--- src/rtl/fdc_disk_bridge.sv ---
// fdc_disk_bridge
//   Disk-side back end for the nec765 FDC core. Decodes the core's command
//   word into read / write / seek requests for the host sector service,
//   streams sector bytes between that service and the core's sector FIFOs,
//   and reports ready / done / error plus a rotating READ ID sector number.
//
// Ports
//   clk, rst_n            clock, asynchronous active-low reset
//   disk_sr[31:0]         command word from the FDC core
//   disk_cr[31:0]         status word to the FDC core
//   disk_data_in/clkin    read byte and write strobe into the FDC input FIFO
//   disk_data_out/clkout  write byte and pop strobe of the FDC output FIFO
//   host_present[1:0]     disk inserted, per drive
//   host_req/op/drive/chs host command (op: 0 read, 1 write, 2 seek)
//   host_ack/host_err     single-cycle host response and its error flag
//   host_rd_*             read byte stream from the host (valid/ready)
//   host_wr_*             write byte stream to the host (valid/ready)
module fdc_disk_bridge #(
    parameter int          SECTOR_BYTES      = 512,
    parameter logic [7:0]  FIRST_SECTOR      = 8'hC1,
    parameter int          SECTORS_PER_TRACK = 9
) (
    input  logic        clk,
    input  logic        rst_n,
    input  logic [31:0] disk_sr,
    output logic [31:0] disk_cr,
    output logic [7:0]  disk_data_in,
    output logic        disk_data_clkin,
    input  logic [7:0]  disk_data_out,
    output logic        disk_data_clkout,
    input  logic [1:0]  host_present,
    output logic        host_req,
    output logic [1:0]  host_op,
    output logic        host_drive,
    output logic [15:0] host_chs,
    input  logic        host_ack,
    input  logic        host_err,
    input  logic [7:0]  host_rd_data,
    input  logic        host_rd_valid,
    output logic        host_rd_ready,
    output logic [7:0]  host_wr_data,
    output logic        host_wr_valid,
    input  logic        host_wr_ready
);

    typedef enum logic [2:0] {
        IDLE, REQ, RD_XFER, WR_POP, WR_WAIT, WR_SEND, WR_ACK, DONE
    } state_t;

    localparam logic [1:0] OP_RD = 2'd0;
    localparam logic [1:0] OP_WR = 2'd1;
    localparam logic [1:0] OP_SK = 2'd2;
    localparam logic [9:0] LAST_BYTE = 10'(SECTOR_BYTES - 1);
    localparam logic [7:0] LAST_ID   = FIRST_SECTOR + 8'(SECTORS_PER_TRACK - 1);

    state_t     state;
    logic [9:0] count;
    logic       wait_cnt;
    logic       cur_drive;
    logic       done;
    logic       err;
    logic [7:0] id;
    logic       tog_prev;

    logic       new_req;
    logic [1:0] new_op;
    logic       new_drive;
    logic       req_live;
    logic       seek_done;
    logic       present;

    // Bits of the command word this block does not act on.
    logic unused_sr;
    assign unused_sr = ^{disk_sr[31:26], disk_sr[23], disk_sr[19], disk_sr[16]};

    // Request decode: write beats read beats seek; lower drive wins a tie.
    always_comb begin
        new_req   = 1'b1;
        new_op    = OP_RD;
        new_drive = 1'b0;
        if (disk_sr[20] || disk_sr[21]) begin
            new_op    = OP_WR;
            new_drive = ~disk_sr[20];
        end else if (disk_sr[17] || disk_sr[18]) begin
            new_op    = OP_RD;
            new_drive = ~disk_sr[17];
        end else if (disk_sr[24] || disk_sr[25]) begin
            new_op    = OP_SK;
            new_drive = ~disk_sr[24];
        end else begin
            new_req   = 1'b0;
        end
    end

    // The request bit that started the current operation; the FDC drops it
    // both to acknowledge done and to abort (FDC reset).
    always_comb begin
        case (host_op)
            OP_WR:   req_live = host_drive ? disk_sr[21] : disk_sr[20];
            OP_SK:   req_live = host_drive ? disk_sr[25] : disk_sr[24];
            default: req_live = host_drive ? disk_sr[18] : disk_sr[17];
        endcase
    end

    assign seek_done = (state == REQ) && (host_op == OP_SK) && host_ack && req_live;
    assign present   = host_present[cur_drive];
    assign disk_cr   = {present ? id : 8'h00, 18'b0, present, done, err, 3'b000};

    always_ff @(posedge clk or negedge rst_n) begin
        if (!rst_n) begin
            state            <= IDLE;
            count            <= '0;
            wait_cnt         <= 1'b0;
            cur_drive        <= 1'b0;
            done             <= 1'b0;
            err              <= 1'b0;
            host_req         <= 1'b0;
            host_op          <= OP_RD;
            host_drive       <= 1'b0;
            host_chs         <= '0;
            host_rd_ready    <= 1'b0;
            host_wr_data     <= '0;
            host_wr_valid    <= 1'b0;
            disk_data_in     <= '0;
            disk_data_clkin  <= 1'b0;
            disk_data_clkout <= 1'b0;
        end else begin
            disk_data_clkin  <= 1'b0;
            disk_data_clkout <= 1'b0;
            case (state)
                IDLE: begin
                    if (new_req) begin
                        host_req   <= 1'b1;
                        host_op    <= new_op;
                        host_drive <= new_drive;
                        cur_drive  <= new_drive;
                        host_chs   <= {disk_sr[15], disk_sr[14:8], disk_sr[7:0]};
                        count      <= '0;
                        if (new_op == OP_WR) begin
                            disk_data_clkout <= 1'b1;
                            state            <= WR_POP;
                        end else begin
                            state <= REQ;
                        end
                    end
                end
                DONE: begin
                    if (!req_live) begin
                        done  <= 1'b0;
                        err   <= 1'b0;
                        state <= IDLE;
                    end
                end
                default: begin
                    if (!req_live) begin
                        // Aborted by the FDC: quietly return without a done.
                        host_req      <= 1'b0;
                        host_wr_valid <= 1'b0;
                        host_rd_ready <= 1'b0;
                        count         <= '0;
                        wait_cnt      <= 1'b0;
                        state         <= IDLE;
                    end else begin
                        case (state)
                            REQ: begin
                                if (host_ack) begin
                                    host_req <= 1'b0;
                                    if (host_op == OP_RD && !host_err) begin
                                        host_rd_ready <= 1'b1;
                                        state         <= RD_XFER;
                                    end else begin
                                        done  <= 1'b1;
                                        err   <= host_err;
                                        state <= DONE;
                                    end
                                end
                            end
                            RD_XFER: begin
                                // The FDC input FIFO holds a whole sector, so
                                // every offered byte is taken at once.
                                if (host_rd_valid) begin
                                    disk_data_in    <= host_rd_data;
                                    disk_data_clkin <= 1'b1;
                                    if (count == LAST_BYTE) begin
                                        host_rd_ready <= 1'b0;
                                        done          <= 1'b1;
                                        err           <= 1'b0;
                                        state         <= DONE;
                                    end else begin
                                        count <= count + 10'd1;
                                    end
                                end
                            end
                            WR_POP: begin
                                wait_cnt <= 1'b0;
                                state    <= WR_WAIT;
                            end
                            WR_WAIT: begin
                                // Two cycles for the popped byte to settle on
                                // the FIFO output before it is captured.
                                if (!wait_cnt) begin
                                    wait_cnt <= 1'b1;
                                end else begin
                                    host_wr_data  <= disk_data_out;
                                    host_wr_valid <= 1'b1;
                                    state         <= WR_SEND;
                                end
                            end
                            WR_SEND: begin
                                if (host_wr_ready) begin
                                    host_wr_valid <= 1'b0;
                                    if (count == LAST_BYTE) begin
                                        state <= WR_ACK;
                                    end else begin
                                        count            <= count + 10'd1;
                                        disk_data_clkout <= 1'b1;
                                        state            <= WR_POP;
                                    end
                                end
                            end
                            WR_ACK: begin
                                if (host_ack) begin
                                    host_req <= 1'b0;
                                    done     <= 1'b1;
                                    err      <= host_err;
                                    state    <= DONE;
                                end
                            end
                            default: state <= IDLE;
                        endcase
                    end
                end
            endcase
        end
    end

    // READ ID rotation; a completing seek returns to the first sector and
    // takes precedence over a toggle in the same cycle.
    always_ff @(posedge clk or negedge rst_n) begin
        if (!rst_n) begin
            id       <= FIRST_SECTOR;
            tog_prev <= 1'b0;
        end else begin
            tog_prev <= disk_sr[22];
            if (seek_done) begin
                id <= FIRST_SECTOR;
            end else if (disk_sr[22] != tog_prev) begin
                id <= (id == LAST_ID) ? FIRST_SECTOR : id + 8'd1;
            end
        end
    end

endmodule

--- config.mk ---
export PLATFORM = sky130hd
export DESIGN_NAME = fdc_disk_bridge
export DESIGN_NICKNAME = d
export VERILOG_FILES = /design/src/rtl/fdc_disk_bridge.sv
export SDC_FILE = /design/constraint.sdc
export NUM_CORES = 1
export LEC_CHECK = 0
export ABC_AREA = 0
export CAP_MARGIN = 30
export CELL_PAD_IN_SITES_DETAIL_PLACEMENT = 0
export CELL_PAD_IN_SITES_GLOBAL_PLACEMENT = 1
export CORE_MARGIN = 5
export CORE_UTILIZATION = 25
export CTS_CLUSTER_DIAMETER = 120
export DETAILED_ROUTE_END_ITERATION = 10
export GPL_TIMING_DRIVEN = 1
export HOLD_SLACK_MARGIN = 0.15
export PLACE_DENSITY_LB_ADDON = 0.1
export SETUP_SLACK_MARGIN = 0.05
export SYNTH_ARGS = -nofsm -noshare
export SYNTH_HDL_FRONTEND = slang
export SYNTH_SLANG_ARGS = --single-unit
export TNS_END_PERCENT = 20
--- constraint.sdc ---
create_clock -name clk -period 3.7 [get_ports clk]
set_input_delay 0.74 -clock clk [delete_from_list [all_inputs] [get_ports clk]]
set_output_delay 0.74 -clock clk [all_outputs]
set_load 0.005 [all_outputs]
==> flow_summary_export.csv <==
group,metric,value,unit
floorplanning,die_w,131.0,um
sta,max_freq,354.9,MHz
yosys,yosys.cell_types.count,70,
floorplanning,design.core.area,14420,sq um
clock_network,ctsResizeCount,0,
clock_network,cts_root_buf,"clkbuf_16",
placed_design,dp_hpwl,7.305,mm
yosys,async_flop_share,1.000,
sta,hold_viol,0,
clock_network,clk_latency,0.34,ns
floorplanning,num_rows,44,
clock_network,numCtsBuffers,9,
worst_setup_path,crit_type,"in -> out",
worst_setup_path,cp.arrival,2.08,ns
yosys,yosysSeqAreaShare,0.4458,
run_status,status,"finished, final reports clean",
detailed_routing,viasPerCell,4.642,
floorplanning,start_util,0.2536,
placed_design,gp_congestion,0.7768,
sta,fin_tns_setup,0,ns
yosys,synth-edff-count,0,
global_routing,grt_max_degree,35,
cells_and_area,syn2layout_area_growth,38.01,%
yosys,dominantRegCellSynth,"dfrtp_1",
global_routing,grt_antenna_before_repair,0,
clock_network,clk_pin_slew,0.06,ns
yosys,yosysWarnings,0,
clock_network,cts_sinks,65,
sta,max_slew_margin,0.4334,
job,drv_cap,0,
pwr,vdd_drop_max,312.6,uV
clock_network,post-cts-setup-buffer-count,0,
global_routing,grt_overflow,0,
cells_and_area,antenna_cells,0,
yosys,syn_area_per_cell,9.675,sq um
clock_network,clk_path_buf_depth,2,
clock_network,postCtsHoldBufs,0,
sta,period_share,0.7615,
sta,worstMarginPinSlew,0.8499,ns
worst_setup_path,endpoint_kind,"primary output",
detailed_routing,via_count,3082,
worst_setup_path,cp_max_fo,9,
sta,period_minus_slack,2.818,ns
hold_path,hp-class,"reg -> reg",
pwr,p_leak,2.219,nW
placed_design,port_buffers,97,
global_routing,grt_usage,0.1218,
sta,slew_viol_final,0,
cells_and_area,layout-drive-gt1-share,0.1271,
floorplanning,io_pins,128,
clock_network,cts_tree,"done",
global_routing,grt_pass1_vias,2990,
clock_network,htreeDepth,3,
cells_and_area,nets,537,
yosys,ys_ff_latch,65,
pwr,finalPower,4.137,mW
placed_design,placed_cells,648,
detailed_routing,routed_wl,10.14,mm
detailed_routing,final_antenna_net_count,0,
global_routing,grt_pass1_wl,16.09,mm
cells_and_area,layoutNonFillerInstCount,664,
detailed_routing,first_iter_violations,196,
floorplanning,die_area,17150,sq um
sta,fin_skew,0.007344,ns
floorplanning,die_h,131.0,um
detailed_routing,dr.pass1.iters,4,
cells_and_area,utilization,0.3499,
detailed_routing,drcViolationCount,0,
sta,setup_viol,0,
worst_setup_path,critPathRequiredTime,2.96,ns
pwr,p_per_area,819.6,nW/um^2
sta,rsz0062_at_grt,"false",
worst_setup_path,start_kind,"input pin",
detailed_routing,wl_per_cell,15.27,um
yosys,syn_inst,378,
yosys,syn_area,3657,sq um
-- worst max-delay path: stages --
cell and delay, ns:
clkdlybuf4s50_1 0.46, mux2i_1 0.06, buf_4 0.18, nor2b_1 0.13, clkdlybuf4s50_1 0.51
-- stage by stage --
stage                     setup WS (ns)  hold WS, ns  cell area [sq um]
after global routing             0.7679       0.4970               5047
after global placement           0.6959       0.4590               4751
after CTS                        0.8608       0.4805               5047
final                            0.8825       0.4747               5047
after detailed placement         0.6572       0.4653               4751
after floorplan                   1.469       0.4444               3732
-- sequential cells by signal (all words and copies together) (netlist names), 2 cells and up --
name          flops
host_chs         16
count            10
disk_data_in      8
host_wr_data      8
id                8
state             3
host_op           2
-- layer usage --
| metal | vias up | global-route usage | wire length [um] |
|---|---|---|---|
| met4 | 0 | 0.03811 | 124 |
| li1 | 1510 | - | - |
| met3 | 10 | 0.05041 | 707 |
| met1 | 1476 | 0.1521 | 4385 |
| met5 | - | 0 | 0 |
| met2 | 86 | 0.1921 | 4921 |
-- area by class of cell --
type	instances	area, sq um
Clock buffer	10	229.0
Clock inverter	6	67.56
Fill cell	1475	9376
Inverter	11	41.29
Multi-Input combinational cell	284	1818
Sequential cell	65	1630
Tap cell	184	230.2
Timing Repair Buffer	104	1031
-- worst paths after layout --
kind | from | end | slack [ns] | cells after the start
hold / removal | host_chs[5] | host_chs[5] | 0.47 | 2
setup reg to reg | host_op[0] | host_wr_data[5] | 1.24 | 7
hold reg to reg | host_chs[5] | host_chs[5] | 0.47 | 2
setup / recovery | host_present[0] | disk_cr[30] | 0.88 | 5
min in group asynchronous | rst_n | count[9] | 0.51 | 1
max in group asynchronous | rst_n | id[7] | 2.46 | 2
-- cells in the mapped netlist (2+ instances only) --
master / instances / share of area
a211oi_1: 2 / 0.0041
a21boi_0: 2 / 0.0041
a21o_1: 2 / 0.0041
a21oi_1: 12 / 0.016
a221o_1: 6 / 0.016
a22o_1: 3 / 0.0072
a22oi_1: 3 / 0.0062
a31oi_1: 2 / 0.0034
a32o_1: 3 / 0.0082
and3_1: 13 / 0.022
buf_2: 5 / 0.0068
buf_4: 25 / 0.051
clkbuf_1: 7 / 0.0072
dfrtp_1: 62 / 0.42
dfstp_2: 3 / 0.022
ha_1: 6 / 0.021
inv_1: 11 / 0.011
mux2_2: 18 / 0.055
mux2i_1: 3 / 0.0082
nand2_1: 64 / 0.066
nand2b_1: 4 / 0.0068
nand3_1: 14 / 0.019
nand3b_1: 2 / 0.0041
nand4_1: 3 / 0.0051
nor2_1: 19 / 0.020
nor2b_1: 9 / 0.015
nor3_1: 8 / 0.011
nor4_4: 2 / 0.012
o211ai_1: 4 / 0.0082
o21ai_0: 14 / 0.019
o22ai_1: 3 / 0.0051
o31ai_1: 2 / 0.0041
or2_2: 2 / 0.0034
or3_1: 3 / 0.0051
xnor2_1: 2 / 0.0048
-- cell usage in the layout, fill, tap and decap left out, drive strengths merged, types with 10 or more instances in the layout --
cell type and instances:
a21oi 12, and3 13, clkbuf 10, clkdlybuf4s50 96
conb 21, dfrtp 62, inv 12, mux2 18
nand2 66, nand3 15, nor2 20, o21ai 14
-- kinds of logic after synthesis --
family	count (synthesis)	synth area share
simple gates	159	0.2299
compound gates	74	0.1543
flops	65	0.4458
buf+inv	49	0.07766
mux	21	0.06363
fa+ha+maj	6	0.02053
xor+xnor	3	0.007186
other cells	1	0.001025
-- where the power goes --
group          internal [mW]  total, mW  switching [mW]  leakage [nW]
registers               1.00       1.28           0.276         0.824
logic                   1.01       2.00           0.990          1.26
clock network          0.524      0.859           0.335         0.139
total                   2.54       4.14            1.60          2.22
(Power assumes the default switching activity.)
